File: src/rtl/debug_trace_tx.sv
`default_nettype none
// ============================================================================
// Module      : debug_trace_tx
// Description : Hardware trace transmitter for the stack processor. Each
//               instruction-complete pulse captures ROM address, stack top,
//               temp1, temp2 and stack index. The snapshot is then sent as a
//               7-byte UART 8N1 frame on tx:
//                 SYNC_BYTE, a_rom, pilha_dout, temp1, temp2, {0,indice}, xor
//               The checksum is the XOR of bytes 1..5.
//               One snapshot is being sent while a second one can wait in a
//               pending slot. A snapshot that arrives while both are in use
//               is discarded and counted in drop_count, which saturates.
// Ports       : clock       - system clock, rising edge
//               reset       - synchronous active-high reset
//               snap_valid  - capture strobe, one capture per high cycle
//               a_rom       - ROM address (8b)
//               pilha_dout  - stack top (8b)
//               temp1/temp2 - temp registers (8b each)
//               indice      - stack index (4b)
//               tx          - serial output, idle high
//               busy        - high while a frame is being shifted
//               drop_count  - saturating count of lost snapshots
// Revision    : 1.0 - initial release
// ============================================================================
module debug_trace_tx #(
  parameter int         CLKS_PER_BIT = 4,
  parameter logic [7:0] SYNC_BYTE    = 8'hA5
) (
  input  logic       clock,
  input  logic       reset,
  input  logic       snap_valid,
  input  logic [7:0] a_rom,
  input  logic [7:0] pilha_dout,
  input  logic [7:0] temp1,
  input  logic [7:0] temp2,
  input  logic [3:0] indice,
  output logic       tx,
  output logic       busy,
  output logic [7:0] drop_count
);

  localparam int                  c_BAUD_W    = (CLKS_PER_BIT > 1) ? $clog2(CLKS_PER_BIT) : 1;
  localparam logic [c_BAUD_W-1:0] c_BAUD_LAST = c_BAUD_W'(CLKS_PER_BIT - 1);
  localparam logic [2:0]          c_LAST_BIT  = 3'd7;
  localparam logic [2:0]          c_LAST_BYTE = 3'd6;

  // LOAD is the single cycle between capture and the first start bit.
  typedef enum logic [2:0] {
    ST_IDLE  = 3'd0,
    ST_LOAD  = 3'd1,
    ST_START = 3'd2,
    ST_DATA  = 3'd3,
    ST_STOP  = 3'd4
  } state_t;

  state_t               r_state;
  state_t               w_state_nxt;

  logic [39:0]          w_snap;
  logic [39:0]          r_act;
  logic [39:0]          r_pend;
  logic                 r_pend_valid;
  logic [c_BAUD_W-1:0]  r_baud;
  logic [2:0]           r_bit;
  logic [2:0]           r_byte;
  logic [7:0]           r_drop;

  logic                 w_baud_done;
  logic                 w_frame_end;
  logic                 w_chain;
  logic [7:0]           w_cks;
  logic [7:0]           w_cur_byte;

  // Snapshot layout, MSB first: a_rom, pilha_dout, temp1, temp2, {0,indice}
  assign w_snap = {a_rom, pilha_dout, temp1, temp2, 4'b0000, indice};

  assign w_baud_done = (r_baud == c_BAUD_LAST);
  assign w_frame_end = (r_state == ST_STOP) && w_baud_done && (r_byte == c_LAST_BYTE);
  // A new frame follows immediately if something is pending or arriving now.
  assign w_chain     = r_pend_valid || snap_valid;

  assign w_cks = r_act[39:32] ^ r_act[31:24] ^ r_act[23:16] ^ r_act[15:8] ^ r_act[7:0];

  always_comb begin
    w_cur_byte = w_cks;
    case (r_byte)
      3'd0:    w_cur_byte = SYNC_BYTE;
      3'd1:    w_cur_byte = r_act[39:32];
      3'd2:    w_cur_byte = r_act[31:24];
      3'd3:    w_cur_byte = r_act[23:16];
      3'd4:    w_cur_byte = r_act[15:8];
      3'd5:    w_cur_byte = r_act[7:0];
      default: w_cur_byte = w_cks;
    endcase
  end

  // --------------------------------------------------------------------------
  // FSM state register
  // --------------------------------------------------------------------------
  always_ff @(posedge clock) begin
    if (reset) begin
      r_state <= ST_IDLE;
    end else begin
      r_state <= w_state_nxt;
    end
  end

  // --------------------------------------------------------------------------
  // FSM next state and line outputs
  // --------------------------------------------------------------------------
  always_comb begin
    w_state_nxt = r_state;
    tx          = 1'b1;
    busy        = 1'b0;
    case (r_state)
      ST_IDLE: begin
        if (snap_valid) begin
          w_state_nxt = ST_LOAD;
        end
      end
      ST_LOAD: begin
        w_state_nxt = ST_START;
      end
      ST_START: begin
        tx   = 1'b0;
        busy = 1'b1;
        if (w_baud_done) begin
          w_state_nxt = ST_DATA;
        end
      end
      ST_DATA: begin
        tx   = w_cur_byte[r_bit];
        busy = 1'b1;
        if (w_baud_done && (r_bit == c_LAST_BIT)) begin
          w_state_nxt = ST_STOP;
        end
      end
      ST_STOP: begin
        busy = 1'b1;
        if (w_baud_done) begin
          if (r_byte != c_LAST_BYTE) begin
            w_state_nxt = ST_START;
          end else if (w_chain) begin
            w_state_nxt = ST_START;
          end else begin
            w_state_nxt = ST_IDLE;
          end
        end
      end
      default: begin
        w_state_nxt = ST_IDLE;
      end
    endcase
  end

  // --------------------------------------------------------------------------
  // Baud, bit and byte counters
  // --------------------------------------------------------------------------
  always_ff @(posedge clock) begin
    if (reset) begin
      r_baud <= '0;
      r_bit  <= 3'd0;
      r_byte <= 3'd0;
    end else if ((r_state == ST_IDLE) || (r_state == ST_LOAD)) begin
      r_baud <= '0;
      r_bit  <= 3'd0;
      r_byte <= 3'd0;
    end else begin
      r_baud <= w_baud_done ? '0 : (r_baud + c_BAUD_W'(1));
      // Bit counter wraps 7 -> 0 on its own, ready for the next byte.
      if ((r_state == ST_DATA) && w_baud_done) begin
        r_bit <= r_bit + 3'd1;
      end
      if ((r_state == ST_STOP) && w_baud_done) begin
        r_byte <= (r_byte == c_LAST_BYTE) ? 3'd0 : (r_byte + 3'd1);
      end
    end
  end

  // --------------------------------------------------------------------------
  // Snapshot buffering: active slot, pending slot, drop counter
  // --------------------------------------------------------------------------
  always_ff @(posedge clock) begin
    if (reset) begin
      r_act        <= '0;
      r_pend       <= '0;
      r_pend_valid <= 1'b0;
      r_drop       <= 8'd0;
    end else if (snap_valid) begin
      if (r_state == ST_IDLE) begin
        r_act <= w_snap;
      end else if (w_frame_end) begin
        // The frame is closing this cycle, so a slot frees up: no drop.
        if (r_pend_valid) begin
          r_act  <= r_pend;
          r_pend <= w_snap;
        end else begin
          r_act  <= w_snap;
        end
      end else if (!r_pend_valid) begin
        r_pend       <= w_snap;
        r_pend_valid <= 1'b1;
      end else if (r_drop != 8'hFF) begin
        r_drop <= r_drop + 8'd1;
      end
    end else if (w_frame_end && r_pend_valid) begin
      r_act        <= r_pend;
      r_pend_valid <= 1'b0;
    end
  end

  assign drop_count = r_drop;

endmodule
`default_nettype wire

File: config.mk
export PLATFORM = sky130hd
export DESIGN_NAME = debug_trace_tx
export DESIGN_NICKNAME = d
export VERILOG_FILES = /design/src/rtl/debug_trace_tx.sv
export SDC_FILE = /design/constraint.sdc
export NUM_CORES = 1
export LEC_CHECK = 0
export CAP_MARGIN = 10
export CORE_UTILIZATION = 30
export CTS_CLUSTER_DIAMETER = 120
export DETAILED_ROUTE_END_ITERATION = 12
export SLEW_MARGIN = 10
export SYNTH_ARGS = -nofsm -noshare
export SYNTH_HDL_FRONTEND = slang
export SYNTH_SLANG_ARGS = --single-unit
File: constraint.sdc
create_clock -name clock -period 2.8 [get_ports clock]
set_input_delay 0.42 -clock clock [delete_from_list [all_inputs] [get_ports clock]]
set_output_delay 0.42 -clock clock [all_outputs]
set_load 0.02 [all_outputs]
# Yosys cells after proc, flatten, opt, wreduce, memory -nomap -nowiden
# Index checks and enable logic that the tools add are counted.
[totals]
reg_bits = 100
out_inout_bits = 10
elab_cells = 83
[op_classes]
addsub = 4
n_lt_le_gt_ge = 1
eq_ne = 22
muxes = 24
n_bitwise = 6
n_reduce_logical = 18
[ops]
columns = ["operator", "n"]
rows = [
  ["$mux 40", 7],
  ["$pmux 8 s6", 1],
  ["$xor 8x8->8", 4],
  ["$eq 3x3->1 const B", 5],
  ["$mux 3", 5],
  ["$pmux 3 s5", 1],
  ["$ne 2x2->1 const B", 7],
  ["$eq 3x2->1 const B", 4],
  ["$add 8x1->8 const B", 1],
  ["$ne 8x8->1 const B", 1],
  ["$add 3x1->3 const B", 2],
  ["$eq 3x1->1 const B", 2],
  ["$logic_not 3->1", 2],
  ["$mux 1", 6],
  ["$reduce_and 3->1", 2],
  ["$reduce_or 3->1", 2],
  ["$logic_and 1x1->1", 5],
  ["$reduce_and 5->1", 1],
  ["$lt 3x4->1 const B", 1],
  ["$mux 2", 2],
  ["$reduce_and 4->1", 1],
  ["$bmux 1 s3", 1],
  ["$ne 3x1->1 const B", 1],
  ["$ne 3x3->1 const B", 1],
  ["other kinds (8)", 10],
]

# Depth between registers and ports, before layout
# Gate-level depths: netlist (run 1).
[depth]
ltp_word = 8
depth_mapped = 11
depth_no_buf = 9

# Worst setup path after synthesis (run 1)
# Ideal clock, no wire load.
[synth_timing]
path_type = "reg2out"
from = "register r_byte[2]"
to = "output tx"
arrival_time_ns = 2.604
setup_slack_ns = -0.224
path_stages_with_launch = 12
n_path_buf = 3
cell_sequence = "dfxtp_1 > buf_2 > buf_1 > inv_1 > ha_1 > clkbuf_1 > a221o_1 > a221o_1 > o211ai_1 > o2111ai_1 > a221oi_1 > o211ai_1"
[synth_via]
elab_chain_cells = 5
[synth_rtl]
columns = ["element", "line_no", "text"]
rows = [
  ["start, declared", "65", "logic [2:0] r_byte;"],
  ["start signal, assigned", "175", "r_byte <= (r_byte == c_LAST_BYTE) ? 3'd0 : (r_byte + 3'd1);"],
  ["$eq 3x3->1, or another cell as far along", "86", "case (r_byte)"],
  ["$pmux 8 s6 (*)", "86", ""],
  ["$bmux 1 s3 (*)", "132", "tx = w_cur_byte[r_bit];"],
  ["$mux 1 (implied by the code) (*)", "132", ""],
  ["$pmux 1 s2 (*)", "115", "case (r_state)"],
  ["end, declared", "37", "output logic tx,"],
]
# Every way passes the cells marked *; elsewhere a longest branch is shown, timed or not. The select of a mux whose other input is x is not followed.

# Worst setup path after layout (run 1)
[layout_timing]
from = "register r_byte[1]"
to = "output tx"
# Same word-level chain as after synthesis.

==> impl_results.html, run 1 <==
<table>
<tr><th>Metric</th><th>Value</th></tr>
<tr><th colspan="2">STA</th></tr>
<tr><td>Setup-failing EPs final</td><td>1</td></tr>
<tr><td>Transition at the pin with the smallest max-transition slack</td><td>0.628 ns</td></tr>
<tr><td>Setup repair after global routing missed its margin</td><td>true</td></tr>
<tr><td>Final hold violations</td><td>0</td></tr>
<tr><td>Total negative setup slack</td><td>-0.0204 ns</td></tr>
<tr><td>Hold_ws</td><td>0.429 ns</td></tr>
<tr><td>Worst setup skew after layout</td><td>0.00806 ns</td></tr>
<tr><td>Max Slew Vio Count</td><td>0</td></tr>
<tr><td>Final critical delay including setup and external delays</td><td>2.82 ns</td></tr>
<tr><td>Maximum operating frequency</td><td>355 MHz</td></tr>
<tr><td>Share of the clock period used by the worst path</td><td>1.01</td></tr>
<tr><td>Max-Slew Margin vs Limit</td><td>0.581</td></tr>
<tr><td>Worst Slack Setup Final</td><td>-0.0204 ns</td></tr>
<tr><th colspan="2">Floorplan</th></tr>
<tr><td>Site Rows</td><td>46</td></tr>
<tr><td># IOs</td><td>49</td></tr>
<tr><td>Initial core utilization</td><td>0.306</td></tr>
<tr><td>Die outline area</td><td>16,600 um2</td></tr>
<tr><td>Die X</td><td>129 um</td></tr>
<tr><td>Die Height</td><td>129 um</td></tr>
<tr><td>Placeable core region</td><td>15,800 um2</td></tr>
<tr><th colspan="2">Placement</th></tr>
<tr><td>Detailed placer's ending HPWL</td><td>9270 um</td></tr>
<tr><td>Number of buffers added on ports</td><td>48</td></tr>
<tr><td>GP Congestion</td><td>0.841</td></tr>
<tr><td>Placed Instances</td><td>848</td></tr>
<tr><th colspan="2">Logic synthesis</th></tr>
<tr><td>Post-synth net total</td><td>644</td></tr>
<tr><td>Number of flip-flops and latches in the synthesized netlist</td><td>100</td></tr>
<tr><td>Mean Syn Cell Area</td><td>8.06 um2</td></tr>
<tr><td>Number of distinct standard cells referenced by the synthesized netlist</td><td>45</td></tr>
<tr><td>Cell types occupying the most area after synthesis</td><td>dfxtp_1 (41%), nand2_1 (9.2%), a311oi_1 (6.7%), a21oi_1 (5.2%), nand3_1 (4.8%)</td></tr>
<tr><td>Post-Synthesis Cell Area</td><td>4840 um2</td></tr>
<tr><td>Number of flops mapped to enable cells by yosys</td><td>0</td></tr>
<tr><td>Number of warning messages in the yosys log</td><td>0</td></tr>
<tr><td>Yosys top cell area share</td><td>0.414</td></tr>
<tr><td>Largest area contributor in the synthesized netlist</td><td>dfxtp_1</td></tr>
<tr><td>Synthesized instance count</td><td>600</td></tr>
<tr><td>Fraction of registers with async set or reset after synthesis</td><td>0</td></tr>
<tr><td>Synth Flop Type</td><td>dfxtp_1</td></tr>
<tr><td>Post-synthesis sequential area ratio</td><td>0.414</td></tr>
<tr><th colspan="2">Route</th></tr>
<tr><td>DR iter-0 viols</td><td>282</td></tr>
<tr><td>Via count of the routed design</td><td>4,412</td></tr>
<tr><td>Detailed Routing Iterations Pass 1</td><td>4</td></tr>
<tr><td>Total routed wirelength</td><td>13,100 um</td></tr>
<tr><td>Post-DR wirelength/cell</td><td>15.1 um</td></tr>
<tr><td>Antenna violation net count after detailed routing</td><td>0</td></tr>
<tr><td>Post-detailed-route DRC marker count</td><td>0</td></tr>
<tr><td>Vias/cell</td><td>5.09</td></tr>
<tr><th colspan="2">Critical path</th></tr>
<tr><td>Data required time of the worst path</td><td>2.38 ns</td></tr>
<tr><td>R2R Setup Slk</td><td>0.27 ns</td></tr>
<tr><td>Launch instance of the worst register-to-register path</td><td>r_byte[2]</td></tr>
<tr><td>Kind of end point of the critical path</td><td>primary output</td></tr>
<tr><td>Critical path origin</td><td>r_byte[1]</td></tr>
<tr><td>WP data arrival</td><td>2.40 ns</td></tr>
<tr><td>Crit path capture</td><td>tx</td></tr>
<tr><td>Worst Reg-to-Reg Cells</td><td>10</td></tr>
<tr><td>Capturing point of the worst reg2reg path</td><td>r_act[19]</td></tr>
<tr><td>Setup CP Type</td><td>register to primary output</td></tr>
<tr><td>Nature of the critical path startpoint</td><td>register</td></tr>
<tr><td>Worst-path fanout max</td><td>2</td></tr>
<tr><th colspan="2">Global route</th></tr>
<tr><td>Via count of the first global-routing pass</td><td>4,259</td></tr>
<tr><td>Grt ovf</td><td>0</td></tr>
<tr><td>Initial antenna violation count</td><td>0</td></tr>
<tr><td>Global-route wire length before repair</td><td>21,500 um</td></tr>
<tr><td>Largest net degree at the start of global routing</td><td>81</td></tr>
<tr><td>Overall global routing resource usage</td><td>0.167</td></tr>
<tr><th colspan="2">CTS</th></tr>
<tr><td>Clk buf depth</td><td>2</td></tr>
<tr><td>Clock input transition at the sequential cells of the worst setup and hold paths</td><td>0.07 ns</td></tr>
<tr><td>Clock latency of the later-clocked register in the worst-skew pair</td><td>0.36 ns</td></tr>
<tr><td>H-tree levels</td><td>3</td></tr>
<tr><td>Clock Sink Count</td><td>100</td></tr>
<tr><td>Clock root cell</td><td>clkbuf_16</td></tr>
<tr><td>CTS Buf Count</td><td>9</td></tr>
<tr><td>Hold Buf Count CTS</td><td>0</td></tr>
<tr><td>CTS tree</td><td>built</td></tr>
<tr><th colspan="2">Final layout</th></tr>
<tr><td>Non-filler cells in the finished layout</td><td>867</td></tr>
<tr><td>Fraction of final layout cells with drive strength greater than 1</td><td>0.106</td></tr>
<tr><td>Relative area change from synthesis to final layout</td><td>23.0%</td></tr>
<tr><td>Number of diodes added for antenna fixing</td><td>0</td></tr>
<tr><td>Final #Nets</td><td>690</td></tr>
<tr><th colspan="2">Pwr</th></tr>
<tr><td>Total power divided by cell area</td><td>669 nW/um2</td></tr>
<tr><td>Leakage power total</td><td>2.08 nW</td></tr>
<tr><td>Combinational group share of total power</td><td>0.263</td></tr>
<tr><td>Worst IR Drop VDD</td><td>0.373 mV</td></tr>
<tr><td>Sequential share of power</td><td>0.441</td></tr>
<tr><td>Power Internal</td><td>0.00269 W</td></tr>
<tr><td>Switching share of power</td><td>0.326</td></tr>
<tr><td>Clock Power Share</td><td>0.296</td></tr>
<tr><td>Net switching power figure</td><td>0.00130 W</td></tr>
<tr><th colspan="2">Job</th></tr>
<tr><td>Max-cap check violation count</td><td>0</td></tr>
<tr><th colspan="2">Status</th></tr>
<tr><td>Outcome</td><td>complete, but fails checks</td></tr>
<tr><td>Violated checks</td><td>setup timing</td></tr>
<tr><th colspan="2">Min path</th></tr>
<tr><td>Type of the most critical hold path</td><td>register to register</td></tr>
</table>
-- metal layers --
metal  routed length [um]  track usage  part of all wire
met1                 6070        0.213              0.46
met2                 6160        0.269              0.47
met3                  540       0.0349             0.041
met4                  343       0.0789             0.026
met5                    0            0                 0
-- cells in the mapped netlist, types with 2 or more instances --
master / count
a22oi_1: 4
inv_1: 5
o211ai_1: 3
dfxtp_1: 100
nand2b_1: 8
and3_1: 2
a222oi_1: 2
buf_2: 14
nor3_1: 4
o21ai_0: 13
o22a_1: 2
xnor3_1: 5
a221o_1: 4
nor2_1: 60
and2_1: 4
a21oi_1: 50
o2111ai_1: 2
nor2b_1: 4
nand2_1: 119
o22ai_1: 6
xnor2_1: 17
nand4_1: 4
o221ai_1: 3
or3_1: 3
ha_1: 5
nor3_2: 2
a221oi_1: 3
a311oi_1: 37
xor2_1: 13
mux2i_1: 8
clkbuf_1: 35
nand3_1: 46
-- worst min path at each step --
stage	startpoint	end	slack, ns	cells past startpoint
6_report	r_baud[0]	r_baud[0]	0.43	1
5_1_grt	r_pend[16]	r_pend[16]	0.47	2
4_1_cts	r_baud[0]	r_baud[0]	0.43	1
3_5_place_dp	r_baud[0]	r_baud[0]	0.42	1
3_3_place_gp	r_baud[0]	r_baud[0]	0.42	1
2_1_floorplan	r_baud[0]	r_baud[0]	0.41	1
-- what timing repair did --
action                                 CTS  global route
gates resized for setup                 10             1
pin swaps                                5             4
endpoints found under the hold margin    0             0
buffers inserted                         3             0
setup endpoints to repair                1             1
-- worst max-delay path, stage by stage, from the launching register on --
cell and delay (ns):
dfxtp_2 0.32, inv_2 0.06, nor2_2 0.03, ha_2 0.17, a221o_1 0.29, a221o_1 0.26
o211ai_1 0.13, o2111ai_1 0.15, a221oi_1 0.26, o211ai_1 0.17, buf_4 0.20
-- power groups by stage --
stage / sequential, W / clock [W] / combinational, W
floorplan: 0.00173 / 0 / 0.000758
global placement: 0.00179 / 0 / 0.00105
detailed placement: 0.00179 / 0 / 0.00106
CTS: 0.00176 / 0.00123 / 0.00106
global route: 0.00178 / 0.00128 / 0.00117
finish: 0.00176 / 0.00118 / 0.00105
-- registers in the layout (all words and copies together) (netlist names) --
| register | count |
|---|---|
| r_pend | 40 |
| r_baud | 2 |
| r_pend_valid | 1 |
| r_byte | 3 |
| r_act | 40 |
| r_bit | 3 |
| r_state | 3 |
| drop_count | 8 |
-- cell families after synthesis --
| group | Yosys count | synth area share |
|---|---|---|
| AOI/OAI and AO/OA | 137 | 0.198 |
| xor gates and xnor gates | 35 | 0.0776 |
| adders and majority gates | 5 | 0.0129 |
| buffers and inverters | 55 | 0.0463 |
| DFF | 100 | 0.414 |
| muxes | 9 | 0.0189 |
| and+or+nand+nor | 259 | 0.232 |
-- stage by stage --
| stage | utilization | total power, W | cell area, um2 | worst slack (ns) |
|---|---|---|---|---|
| global route | 0.376 | 0.00423 | 5950 | -0.130 |
| detailed placement | 0.357 | 0.00284 | 5650 | -0.0860 |
| CTS | 0.376 | 0.00404 | 5950 | -0.0767 |
| global placement | 0.357 | 0.00283 | 5650 | -0.0750 |
| floorplan | - | 0.00249 | 4840 | 0.0140 |
| finish | 0.376 | 0.00398 | 5950 | -0.0204 |
-- layout make-up --
type / instances / area [um2]
Fill cell: 1637 / 9880
Multi-Input combinational cell: 445 / 2620
Sequential cell: 100 / 2000
Timing Repair Buffer: 85 / 763
Tap cell: 216 / 270
Clock buffer: 9 / 225
Clock inverter: 7 / 50.0
Inverter: 5 / 18.8
-- cell usage in the layout, fill, tap and decap left out, types with 2 or more instances in the layout --
cell             netlist  final
clkinvlp_4             0      2
nor2b_1                4      3
o22a_1                 2      2
clkbuf_16              0      9
nand2b_1               8      8
o22ai_1                6      6
nand2_1              119    119
o221ai_1               3      3
a311oi_1              37     37
a22oi_1                4      4
nor3_1                 4      4
nor2_1                60     59
xnor3_1                5      5
a221oi_1               3      3
mux2i_1                8      8
o2111ai_1              2      2
o21ai_0               13     13
inv_1                  5      3
o211ai_1               3      3
nand4_1                4      4
buf_4                  0     37
nand3_1               46     46
clkinv_2               0      3
a222oi_1               2      2
dfxtp_1              100     98
inv_2                  0      2
clkdlybuf4s50_1        0     46
xor2_1                13     13
a21oi_1               50     50
a221o_1                4      4
or3_1                  3      3
xnor2_1               17     17
dfxtp_2                0      2
and3_1                 2      2
and2_1                 4      4
ha_1                   5      4
nor3_2                 2      2
Note: power is estimated with default switching activity, not from simulation.
==> inputs of run 2 (changes only) <==
CTS_BUF_LIST = sky130_fd_sc_hd__clkbuf_4   (was not set)
==> impl_results.html, run 2 (synthesis gave the netlist of run 1 again) <==
<table>
<tr><th>Metric</th><th>Value</th></tr>
<tr><th colspan="2">Critical path</th></tr>
<tr><td>WP data arrival</td><td>2.57 ns (was 2.40 ns)</td></tr>
<tr><td>WP depth</td><td>10 (unchanged)</td></tr>
<tr><td>Sum of buffers and inverters on the critical path</td><td>2 (unchanged)</td></tr>
<tr><td>Setup CP Type</td><td>register to primary output (unchanged)</td></tr>
<tr><td>Worst-path fanout max</td><td>2 (unchanged)</td></tr>
<tr><td>CP peak stage delay</td><td>0.35 ns (was 0.32 ns)</td></tr>
<tr><td>Critical path's top delay family</td><td>compound AO/OA/AOI/OAI gates (unchanged)</td></tr>
<tr><td>Worst Reg-to-Reg Cells</td><td>10 (unchanged)</td></tr>
<tr><td>Cell type of the slowest stage on the worst timing path</td><td>dfxtp_2 (unchanged)</td></tr>
<tr><td>Nature of the critical path startpoint</td><td>register (unchanged)</td></tr>
<tr><td>Cell-by-cell trace of the critical path</td><td>inv_2 -&gt; nor2_2 -&gt; ha_2 -&gt; a221o_1 -&gt; a221o_1 -&gt; o211ai_1 -&gt; o2111ai_1 -&gt; a221oi_1 -&gt; o211ai_1 -&gt; buf_4 (unchanged)</td></tr>
<tr><td>Data required time of the worst path</td><td>2.38 ns (about the same)</td></tr>
<tr><td>Kind of end point of the critical path</td><td>primary output (unchanged)</td></tr>
<tr><th colspan="2">STA</th></tr>
<tr><td>Transition at the pin with the smallest max-transition slack</td><td>0.628 ns (about the same)</td></tr>
<tr><td>Max-Slew Margin vs Limit</td><td>0.581 (about the same)</td></tr>
<tr><td>Setup-failing EPs final</td><td>1 (unchanged)</td></tr>
<tr><td>Share of the clock period used by the worst path</td><td>1.07 (was 1.01)</td></tr>
<tr><td>Worst setup skew after layout</td><td>0.0145 ns (was 0.00806 ns)</td></tr>
<tr><td>Maximum operating frequency</td><td>334 MHz (was 355 MHz)</td></tr>
<tr><td>Final critical delay including setup and external delays</td><td>2.99 ns (was 2.82 ns)</td></tr>
<tr><td>Max Slew Vio Count</td><td>0 (unchanged)</td></tr>
<tr><td>Final hold violations</td><td>0 (unchanged)</td></tr>
<tr><td>Worst Slack Setup Final</td><td>-0.190 ns (was -0.0204 ns)</td></tr>
<tr><td>Setup repair after global routing missed its margin</td><td>true (unchanged)</td></tr>
<tr><th colspan="2">CTS</th></tr>
<tr><td>Clock input transition at the sequential cells of the worst setup and hold paths</td><td>0.15 ns (was 0.07 ns)</td></tr>
<tr><td>Clock root cell</td><td>clkbuf_4 (was clkbuf_16)</td></tr>
<tr><td>Hold Buf Count CTS</td><td>0 (unchanged)</td></tr>
<tr><td>CTS tree</td><td>built (unchanged)</td></tr>
<tr><td>H-tree levels</td><td>3 (unchanged)</td></tr>
<tr><td>Clock Sink Count</td><td>100 (unchanged)</td></tr>
<tr><td>Clk buf depth</td><td>2 (unchanged)</td></tr>
<tr><td>CTS Buf Count</td><td>9 (unchanged)</td></tr>
<tr><td>Clock latency of the later-clocked register in the worst-skew pair</td><td>0.50 ns (was 0.36 ns)</td></tr>
<tr><th colspan="2">Final layout</th></tr>
<tr><td>Post-route cell area</td><td>5790 um2 (was 5950 um2)</td></tr>
<tr><td>Non-filler cells in the finished layout</td><td>869 (was 867)</td></tr>
<tr><td>Fraction of final layout cells with drive strength greater than 1</td><td>0.105 (was 0.106)</td></tr>
<tr><td>Final #Nets</td><td>689 (was 690)</td></tr>
<tr><td>Fill cell count</td><td>1,653 (was 1,637)</td></tr>
<tr><td>Relative area change from synthesis to final layout</td><td>19.8% (was 23.0%)</td></tr>
<tr><td>Commonest cells after routing, fill and taps aside</td><td>nand2_1 (119), dfxtp_1 (98), nor2_1 (59) (unchanged)</td></tr>
<tr><td>Final core utilization</td><td>0.366 (was 0.376)</td></tr>
<tr><td>Most common cell after layout, fill and taps aside</td><td>nand2_1 (unchanged)</td></tr>
<tr><th colspan="2">Placement</th></tr>
<tr><td>GP Congestion</td><td>0.841 (unchanged)</td></tr>
<tr><td>Placed Instances</td><td>848 (unchanged)</td></tr>
<tr><td>Detailed placer's ending HPWL</td><td>9270 um (unchanged)</td></tr>
<tr><td>Number of buffers added on ports</td><td>48 (unchanged)</td></tr>
<tr><td>Placed instance area</td><td>5650 um2 (unchanged)</td></tr>
<tr><th colspan="2">Route</th></tr>
<tr><td>Total routed wirelength</td><td>13,100 um (about the same)</td></tr>
<tr><td>Antenna violation net count after detailed routing</td><td>0 (unchanged)</td></tr>
<tr><td>Post-DR wirelength/cell</td><td>15.1 um (about the same)</td></tr>
<tr><td>Post-detailed-route DRC marker count</td><td>0 (unchanged)</td></tr>
<tr><td>Via count of the routed design</td><td>4,423 (was 4,412)</td></tr>
<tr><td>Detailed Routing Iterations Pass 1</td><td>4 (unchanged)</td></tr>
<tr><td>Vias/cell</td><td>5.09 (about the same)</td></tr>
<tr><td>DR iter-0 viols</td><td>220 (was 282)</td></tr>
<tr><th colspan="2">Floorplan</th></tr>
<tr><td># IOs</td><td>49 (unchanged)</td></tr>
<tr><td>Die Height</td><td>129 um (unchanged)</td></tr>
<tr><td>Initial core utilization</td><td>0.306 (unchanged)</td></tr>
<tr><td>Die outline area</td><td>16,600 um2 (unchanged)</td></tr>
<tr><td>Site Rows</td><td>46 (unchanged)</td></tr>
<tr><td>Die X</td><td>129 um (unchanged)</td></tr>
<tr><td>Placeable core region</td><td>15,800 um2 (unchanged)</td></tr>
<tr><th colspan="2">Global route</th></tr>
<tr><td>Global-route wire length before repair</td><td>21,400 um (was 21,500 um)</td></tr>
<tr><td>Initial antenna violation count</td><td>1 (was 0)</td></tr>
<tr><td>Overall global routing resource usage</td><td>0.165 (was 0.167)</td></tr>
<tr><td>Via count of the first global-routing pass</td><td>4,264 (was 4,259)</td></tr>
<tr><td>Largest net degree at the start of global routing</td><td>81 (unchanged)</td></tr>
<tr><td>Grt ovf</td><td>0 (unchanged)</td></tr>
<tr><th colspan="2">Job</th></tr>
<tr><td>Max-cap check violation count</td><td>0 (unchanged)</td></tr>
<tr><th colspan="2">Pwr</th></tr>
<tr><td>Total power divided by cell area</td><td>607 nW/um2 (was 669 nW/um2)</td></tr>
<tr><td>Leakage power total</td><td>2.00 nW (was 2.08 nW)</td></tr>
<tr><td>Worst IR Drop VDD</td><td>0.312 mV (was 0.373 mV)</td></tr>
<tr><td>Total power</td><td>0.00351 W (was 0.00398 W)</td></tr>
<tr><th colspan="2">Status</th></tr>
<tr><td>Violated checks</td><td>setup timing (unchanged)</td></tr>
<tr><td>Outcome</td><td>complete, but fails checks (unchanged)</td></tr>
<tr><th colspan="2">Min path</th></tr>
<tr><td>Type of the most critical hold path</td><td>primary input to register (was register to register)</td></tr>
<tr><td>Hold Path Depth</td><td>2 (was 1)</td></tr>
</table>
run 2: cell type report:
| cell class | instances | area (um2) | area share |
|---|---|---|---|
| diodes | 3 | 7.51 | 0.00130 |
| clock buffers | 9 | 67.6 | 0.0117 |
| clock inverters | 7 | 50.0 | 0.00864 |
| inverters | 5 | 18.8 | 0.00324 |
| multi-input cells | 445 | 2620 | 0.452 |
| flip-flops and latches | 100 | 2000 | 0.346 |
| well taps | 216 | 270 | 0.0467 |
| repair buffers | 84 | 756 | 0.130 |
run 2: path summary, 6_finish.rpt:
kind	start	endpoint	slack, ns
max	r_byte[0]	tx	-0.19
min	reset	drop_count[5]	0.33
max reg2reg	r_byte[2]	r_act[19]	0.26
min reg2reg	r_baud[0]	r_baud[0]	0.44
run 2: repair_timing:
| action | CTS | global route |
|---|---|---|
| resized for setup | 10 | 1 |
| pin swaps | 5 | 4 |
| setup endpoints to repair | 1 | 1 |
| buffers inserted | 2 | 0 |
run 2: layer usage:
layer | track usage | part of all wire | vias up
li1 | - | - | 2207
met1 | 0.211 | 0.47 | 2094
met2 | 0.268 | 0.47 | 102
met3 | 0.0391 | 0.039 | 20
met4 | 0.0699 | 0.026 | 0
met5 | 0 | 0 | -
run 2: through the flow:
stage	hold WS [ns]	setup TNS [ns]	setup slack, ns
3_3_place_gp	0.419	-0.0750	-0.0750
4_1_cts	0.282	-0.276	-0.276
6_report	0.326	-0.190	-0.190
3_5_place_dp	0.425	-0.0860	-0.0860
5_1_grt	0.299	-0.327	-0.327
2_1_floorplan	0.408	0	0.0140
run 2: power by group:
part	internal (W)	switching (W)	leakage (nW)
clock network	0.000187	0.000526	0.0640
logic	0.000481	0.000563	1.12
registers	0.00160	0.000159	0.818
==> inputs of run 3 (changes only) <==
SLEW_MARGIN = 20   (was 10)
==> results of run 3 <==
The final DEF is identical to that of run 2; final timing and power are the same.
==> variant: new RTL, settings of run 2 <==
Reset style: asynchronous (`reset`), changed in 3 clocked blocks. Comments in the files are not updated.
--- a/src/rtl/debug_trace_tx.sv
+++ b/src/rtl/debug_trace_tx.sv
@@ -97,7 +97,7 @@
   // --------------------------------------------------------------------------
   // FSM state register
   // --------------------------------------------------------------------------
-  always_ff @(posedge clock) begin
+  always_ff @(posedge clock or posedge reset) begin
     if (reset) begin
       r_state <= ST_IDLE;
     end else begin
@@ -156,7 +156,7 @@
   // --------------------------------------------------------------------------
   // Baud, bit and byte counters
   // --------------------------------------------------------------------------
-  always_ff @(posedge clock) begin
+  always_ff @(posedge clock or posedge reset) begin
     if (reset) begin
       r_baud <= '0;
       r_bit  <= 3'd0;
@@ -180,7 +180,7 @@
   // --------------------------------------------------------------------------
   // Snapshot buffering: active slot, pending slot, drop counter
   // --------------------------------------------------------------------------
-  always_ff @(posedge clock) begin
+  always_ff @(posedge clock or posedge reset) begin
     if (reset) begin
       r_act        <= '0;
       r_pend       <= '0;
Check against the original RTL: differs if reset is asserted again (counterexample within 4 cycles, from zero or initial values and one cycle with reset high); with reset held inactive, the same outputs for 10 cycles.
==> variant against run 2 <==
Die area up 8.3%. Largest cell class unchanged. The flow still finishes with violations (negative setup slack). Total power increased by 41%. Wire length is 5.0% lower. Worst setup slack got worse by 50 ps. Sequential cell count did not move. Critical path type unchanged. Via count down 15%. Worst hold slack gained 98 ps. Sequential share of layout area up 4.9 points. Synthesized area up 8.4%. Design area up 9.4%.
==> variant: results (changes against run 2) <==
grt_pass1_vias: 3703  # -13%
critPathSlowestCell: "dfrtp_1"
met3_length_um: 518  # +1.4%
drive_gt1_frac: 0.206  # +0.102
path_max_fanout: 4  # +2
arrival_ps: 2620  # +50 ps
grt_use_met2: 0.245  # -0.0228
violations: "negative setup slack"
synth_area_leaders: "dfrtp_1 48%, mux2_2 7.5%, nand2_1 4.8%"
status: "complete, but fails checks"
gp_congestion: 0.816  # -3.0%
nFillCells: 1686  # +2.0%
dp_hpwl_mm: 8.84  # -4.6%
fin_util: 0.377  # +0.0107
synth_top_family_by_area: "compound AO/OA/AOI/OAI gates"
fin_cells: 758  # -13%
synth_cell_types: 65  # +44%
cts_resized: 17  # +7
clk_latency_ps: 480  # -20 ps
avgViaCountPerCell: 4.96  # -2.6%
setup_ws_ps: -239  # -49.6 ps
synth-xor-area-share: 0.0663  # -0.0113
setup_viol: 1  # unchanged
wl_per_cell_um: 16.4  # +8.9%
antenna_found_initial: 0  # -1
p_int_mw: 3.10  # +37%
vdd_ir_drop_max_mv: 0.407  # +31%
worst_slew_pin_slew_ps: 698  # +70.3 ps
dr.first_iter.drc_count: 172  # -22%
nNetsFinal: 577  # -16%
==> variant: cell types whose count changed after synthesis, sizes merged, moves of 36 or more <==
cell	delta
a21oi	-39
a311oi	-36
dfrtp	+100
dfxtp	-100
mux2	+39
nand2	-51
nand3	-44
nor2	-45
==> variant: layout make-up <==
class	count	area share
Multi-Input combinational cell	331	0.405
Clock buffer	9	0.0107
Inverter	7	0.00474
Tap cell	220	0.0435
Clock inverter	7	0.0103
Sequential cell	100	0.395
Timing Repair Buffer	84	0.131
==> variant: how the worst min path moves through the flow <==
stage / to / slack (ps)
2_1_floorplan: r_baud[0] / 410
3_3_place_gp: r_baud[0] / 430
3_5_place_dp: r_baud[0] / 440
4_1_cts: r_pend[34] / 430
5_1_grt: r_act[9] / 450
6_report: r_pend[2] / 420
==> variant: critical path, delay by kind of cell (launching register included) <==
kind / cells / cell delay (ps)
adders and majority gates: 1 / 160
buffers and inverters: 3 / 470
DFF: 1 / 420
AOI/OAI and AO/OA: 5 / 890
and+or+nand+nor: 1 / 210
